**config.mk**
```make
export PLATFORM = sky130hd
export DESIGN_NAME = instr_encode_loader
export DESIGN_NICKNAME = d
export VERILOG_FILES = /design/src/rtl/instr_encode_loader.sv
export SDC_FILE = /design/constraint.sdc
export NUM_CORES = 1
export LEC_CHECK = 0
export ABC_AREA = 0
export CORE_MARGIN = 2
export CORE_UTILIZATION = 41
export DETAILED_ROUTE_END_ITERATION = 16
export GPL_TIMING_DRIVEN = 0
export PLACE_DENSITY_LB_ADDON = 0.1
export SKIP_LAST_GASP = 1
export SYNTH_ARGS = -nofsm -noshare
export SYNTH_HDL_FRONTEND = slang
export SYNTH_SLANG_ARGS = --single-unit
```
**constraint.sdc**
```tcl
create_clock -name CLK -period 3.3 [get_ports CLK]
set_input_delay 0.33 -clock CLK [delete_from_list [all_inputs] [get_ports CLK]]
set_output_delay 0.33 -clock CLK [all_outputs]
set_load 0.01 [all_outputs]
```
**src/rtl/instr_encode_loader.sv**
```systemverilog
// Instruction encoder and byte-serial loader: packs instruction fields into a
// 32-bit word and writes it little-endian, one byte per cycle, into memory.
module instr_encode_loader #(
    parameter int ADDR_WIDTH = 10,
    parameter int BASE_ADDR  = 0
) (
    input  logic                  CLK,
    input  logic                  RESET,
    input  logic                  IN_VALID,
    output logic                  IN_READY,
    input  logic [7:0]            OPCODE,
    input  logic [2:0]            WRITEREG,
    input  logic [2:0]            READREG1,
    input  logic [2:0]            READREG2,
    input  logic [7:0]            IMMEDIATE,
    input  logic                  IMM_SEL,
    input  logic                  CLEAR,
    output logic                  MEM_WRITE,
    output logic [ADDR_WIDTH-1:0] MEM_ADDR,
    output logic [7:0]            MEM_WRDATA,
    output logic [31:0]           INSTRUCTION,
    output logic                  DONE,
    output logic                  FULL,
    output logic [ADDR_WIDTH-2:0] WORD_COUNT
);

    localparam int WC_W = ADDR_WIDTH - 1;
    localparam logic [ADDR_WIDTH-1:0] BASE = ADDR_WIDTH'(BASE_ADDR);

    typedef enum logic [2:0] {
        IDLE = 3'd0,
        WB0  = 3'd1,
        WB1  = 3'd2,
        WB2  = 3'd3,
        WB3  = 3'd4
    } state_t;

    state_t                state_q, state_d;
    logic [ADDR_WIDTH-1:0] ptr_q, ptr_d;
    logic                  full_q, full_d;
    logic [WC_W-1:0]       word_count_q, word_count_d;
    logic [31:0]           instr_q, instr_d;
    logic                  mem_write_q, mem_write_d;
    logic [ADDR_WIDTH-1:0] mem_addr_q, mem_addr_d;
    logic [7:0]            mem_wrdata_q, mem_wrdata_d;
    logic                  done_q, done_d;
    logic                  accept_s;
    logic [31:0]           encoded_s;

    function automatic logic [31:0] encode(
        input logic [7:0] opcode,
        input logic [2:0] writereg,
        input logic [2:0] readreg1,
        input logic [2:0] readreg2,
        input logic [7:0] immediate,
        input logic       imm_sel
    );
        logic [7:0] low;
        low = imm_sel ? immediate : {5'b0, readreg2};
        return {opcode, 5'b0, writereg, 5'b0, readreg1, low};
    endfunction

    assign IN_READY  = (state_q == IDLE) & ~full_q & ~CLEAR;
    assign accept_s  = IN_VALID & IN_READY;
    assign encoded_s = encode(OPCODE, WRITEREG, READREG1, READREG2, IMMEDIATE, IMM_SEL);

    // State register
    always_ff @(posedge CLK) begin
        if (!RESET) begin
            state_q <= IDLE;
        end else begin
            state_q <= state_d;
        end
    end

    // Next-state logic
    always_comb begin
        state_d = state_q;
        case (state_q)
            IDLE:    state_d = accept_s ? WB0 : IDLE;
            WB0:     state_d = WB1;
            WB1:     state_d = WB2;
            WB2:     state_d = WB3;
            WB3:     state_d = IDLE;
            default: state_d = IDLE;
        endcase
    end

    // Pointer, fill status, word counter and captured instruction
    always_comb begin
        ptr_d        = ptr_q;
        full_d       = full_q;
        word_count_d = word_count_q;
        instr_d      = accept_s ? encoded_s : instr_q;
        if ((state_q == IDLE) && CLEAR) begin
            ptr_d        = BASE;
            full_d       = 1'b0;
            word_count_d = '0;
        end else if (state_q == WB3) begin
            ptr_d        = ptr_q + ADDR_WIDTH'(4);
            full_d       = ((ptr_q + ADDR_WIDTH'(3)) == {ADDR_WIDTH{1'b1}});
            word_count_d = word_count_q + WC_W'(1);
        end else begin
            ptr_d        = ptr_q;
            full_d       = full_q;
            word_count_d = word_count_q;
        end
    end

    // Memory-side outputs are precomputed from the next state so they stay registered
    always_comb begin
        mem_write_d  = 1'b0;
        mem_addr_d   = ptr_d;
        mem_wrdata_d = mem_wrdata_q;
        done_d       = 1'b0;
        case (state_d)
            IDLE: begin
                mem_write_d = 1'b0;
                mem_addr_d  = ptr_d;
            end
            WB0: begin
                mem_write_d  = 1'b1;
                mem_addr_d   = ptr_d;
                mem_wrdata_d = instr_d[7:0];
            end
            WB1: begin
                mem_write_d  = 1'b1;
                mem_addr_d   = ptr_d + ADDR_WIDTH'(1);
                mem_wrdata_d = instr_d[15:8];
            end
            WB2: begin
                mem_write_d  = 1'b1;
                mem_addr_d   = ptr_d + ADDR_WIDTH'(2);
                mem_wrdata_d = instr_d[23:16];
            end
            WB3: begin
                mem_write_d  = 1'b1;
                mem_addr_d   = ptr_d + ADDR_WIDTH'(3);
                mem_wrdata_d = instr_d[31:24];
                done_d       = 1'b1;
            end
            default: begin
                mem_write_d = 1'b0;
                mem_addr_d  = ptr_d;
            end
        endcase
    end

    // Datapath and output registers
    always_ff @(posedge CLK) begin
        if (!RESET) begin
            ptr_q        <= BASE;
            full_q       <= 1'b0;
            word_count_q <= '0;
            instr_q      <= 32'h0;
            mem_write_q  <= 1'b0;
            mem_addr_q   <= BASE;
            mem_wrdata_q <= 8'h00;
            done_q       <= 1'b0;
        end else begin
            ptr_q        <= ptr_d;
            full_q       <= full_d;
            word_count_q <= word_count_d;
            instr_q      <= instr_d;
            mem_write_q  <= mem_write_d;
            mem_addr_q   <= mem_addr_d;
            mem_wrdata_q <= mem_wrdata_d;
            done_q       <= done_d;
        end
    end

    assign MEM_WRITE   = mem_write_q;
    assign MEM_ADDR    = mem_addr_q;
    assign MEM_WRDATA  = mem_wrdata_q;
    assign INSTRUCTION = instr_q;
    assign DONE        = done_q;
    assign FULL        = full_q;
    assign WORD_COUNT  = word_count_q;

endmodule

```
==> out/metrics.cfg <==
[status]
status=completed

[logic_synthesis]
synth-adder-area-share_pct=2.043
synth.net_count=433
synth_area_sq_um=3430
ys_seq_area_share_pct=43.78
syn_avg_cell_area_sq_um=8.617
yosysTopAreaCell=dfxtp_1
synth-compound-area-share_pct=16.86
synth.most_common_cell=dfxtp_1
synthTopCellsByArea=dfxtp_1 (44%), nand2_1 (5.7%), nor2_1 (5.3%), mux2i_1 (3.8%), a21oi_1 (3.5%)
synth-xor-area-share_pct=5.108
synthTopCellsByCount=dfxtp_1 (75), nand2_1 (52), nor2_1 (48), a21oi_1 (24), clkbuf_1 (21)
synthSimpleGateAreaFrac_pct=24.59
ys_async_sr_fraction_pct=0
ys_warn_count=0
synth_cell_types=56
synth_seq_cells=75
synth_top_area_share_pct=43.78
synth-edff-count=0
synth_top_family_by_area=simple AND/OR/NAND/NOR gates
synth_mux_area_share_pct=3.794
synth_flop_cell=dfxtp_1
netlist_instances=398

[cells_and_area]
area_growth_pct=35.83
antenna_cells=0
design_area_sq_um=4658
nets=535
drive_above_1_share_pct=5.149

[global_routing]
grt_usage_pct=23.01
grt_pass1_vias=3120
grt_max_degree=14
overflow=0
antenna_found_initial=0
grt_pass1_wl_microns=15970

[route]
drtPass1Iterations=4
drc_errors=0
vias=3267
viasPerCell=5.356
wirelength_microns=9906
wl_per_cell_microns=16.24
drtAntennaViolNets=0
drtIter0Drc=141

[timing]
worst_slew_pin_slew_ns=0.6610
drv_slew=0
clock_skew_ns=0.01443
worst_slack_ns=0.2015
setup_violations=0
rsz0062_at_grt=no
fin_crit_ns=3.098
hold_viol=0
slew_headroom_pct=54.79
fmax_mhz=322.7
timing.final.crit_share_pct=93.89

[setup_path]
critPathMaxFanout=10
cp_slowest_cell=clkdlybuf4s50_1
crit_path_cell_trace=clkdlybuf4s50_1 -> or4b_1 -> clkbuf_1 -> and2_1 -> ha_1 -> a31oi_1 -> a21oi_1 -> a21o_1 -> o21ai_0 -> a221o_1
critPathCaptureType=register
arrival_ns=3.34
path_buf_inv=2
worstPathRequired_ns=3.54
slowest_delay_ns=0.58
critPathTopFamily=compound AO/OA/AOI/OAI gates
crit_type=input pin to register
startpoint_type=input pin

[floorplanning]
rows=33
start_util_pct=41.95
dieWidth_microns=95.46
dieHeight_microns=95.46
ioPinCount=93
core_area_sq_um=8175
die-area_sq_um=9113

[clocking]
path_clk_slew_ns=0.09
clock-sinks=75
cts_resized=0
post_cts_buffers=0
insertion_delay_ns=0.35
cts_buffers=9
cts_tree=built
cts_hold_buf=0
clockBufferDepth=2
cts_root_buf=clkbuf_8
h-tree-depth=3

[min_path]
hold_path_class=register to register

[power_and_ir_drop]
p_leak_uw=0.001735
irDropWorstVdd_mv=0.2271
cellPowerDensity_nw_per_um2=423.9

[placed_design]
dpl.hpwl_microns=7171
placed_area_sq_um=4472
pre_cts_ws_ns=-0.1357
place.gp.congestion=0.8936
port_buffers=91

[run]
maxCapViolations=0

sequential cells by signal, summed over array words and instances, names as in the netlist:
| name | cells |
|---|---|
| DONE | 1 |
| state_q | 3 |
| MEM_WRITE | 1 |
| MEM_ADDR | 10 |
| ptr_q | 10 |
| INSTRUCTION | 32 |
| WORD_COUNT | 9 |
| MEM_WRDATA | 8 |
| FULL | 1 |
per-stage QoR:
stage	hold slack, ns	power (uW)	TNS (ns)	cells	util (%)
after CTS	0.4380	1990	0	610	56.98
after detailed placement	0.4470	1317	-0.1357	594	54.70
after global routing	0.4758	2068	0	610	56.98
after global placement	0.4405	1317	-0.1129	594	54.70
after floorplan	0.4660	1156	0	398	-
final	0.4628	1975	0	610	56.98
layout make-up:
type | count | area (sq um)
plain buffers | 25 | 105.1
clock buffers | 11 | 151.4
clock inverters | 5 | 35.03
fillers | 769 | 3517
inverters | 7 | 26.28
multi-input cells | 291 | 1797
flip-flops and latches | 75 | 1501
well taps | 105 | 131.4
repair buffers | 91 | 910.9
where the power goes:
part | total [uW] | internal (uW) | switching, uW
clock | 675 | 316 | 360
sequential | 957 | 939 | 17.9
combinational | 343 | 152 | 191
total | 1970 | 1410 | 568
cell usage in the layout (no fill, tap or decap), types with 4 or more instances in the layout:
cell type        synthesis  final
nor2b_1                  6      6
clkdlybuf4s50_1          0     91
a221oi_1                 5      5
a21oi_1                 24     24
xnor2_1                 12     12
inv_1                    7      7
nor3_1                   7      7
nand3_1                 11     11
dfxtp_1                 75     75
nor2_1                  48     48
and2_1                  10     10
a211o_1                  5      5
o21ai_1                  5      5
o21ai_0                  7      7
xor2_1                   8      8
a41oi_1                  6      6
and3_1                  16     16
nand4_1                  8      8
clkbuf_8                 0     11
clkbuf_1                21     21
ha_1                     4      4
mux2i_1                 13     13
nand2_1                 52     52
cell families (layout without fill, tap and decap cells):
logic type | Yosys count | count (layout)
xor+xnor | 20 | 20
buf+inv | 32 | 139
compound gates | 81 | 81
simple gates | 172 | 172
mux | 13 | 13
flops | 75 | 75
fa+ha+maj | 5 | 5
final timing paths:
kind	startpoint	endpoint	slack [ns]	depth (start not counted)
max	CLEAR	MEM_ADDR[9]	0.20	10
min	INSTRUCTION[4]	INSTRUCTION[4]	0.46	2
max reg2reg	state_q[1]	MEM_ADDR[9]	0.21	9
min reg2reg	INSTRUCTION[4]	INSTRUCTION[4]	0.46	2
per-layer routing:
| metal | track usage [%] | up-vias | wire length (microns) |
|---|---|---|---|
| met2 | 36.97 | 91 | 4679 |
| met4 | 6.548 | 0 | 98 |
| met3 | 6.245 | 9 | 625 |
| li1 | - | 1614 | - |
| met1 | 30.39 | 1553 | 4503 |
| met5 | 0 | - | 0 |
tightest hold or removal path, cell delays in order (launching register included):
cell,delay (ns)
dfxtp_1,0.32
nand2_1,0.05
a21oi_1,0.05
Note: power is estimated with default switching activity, not from simulation.
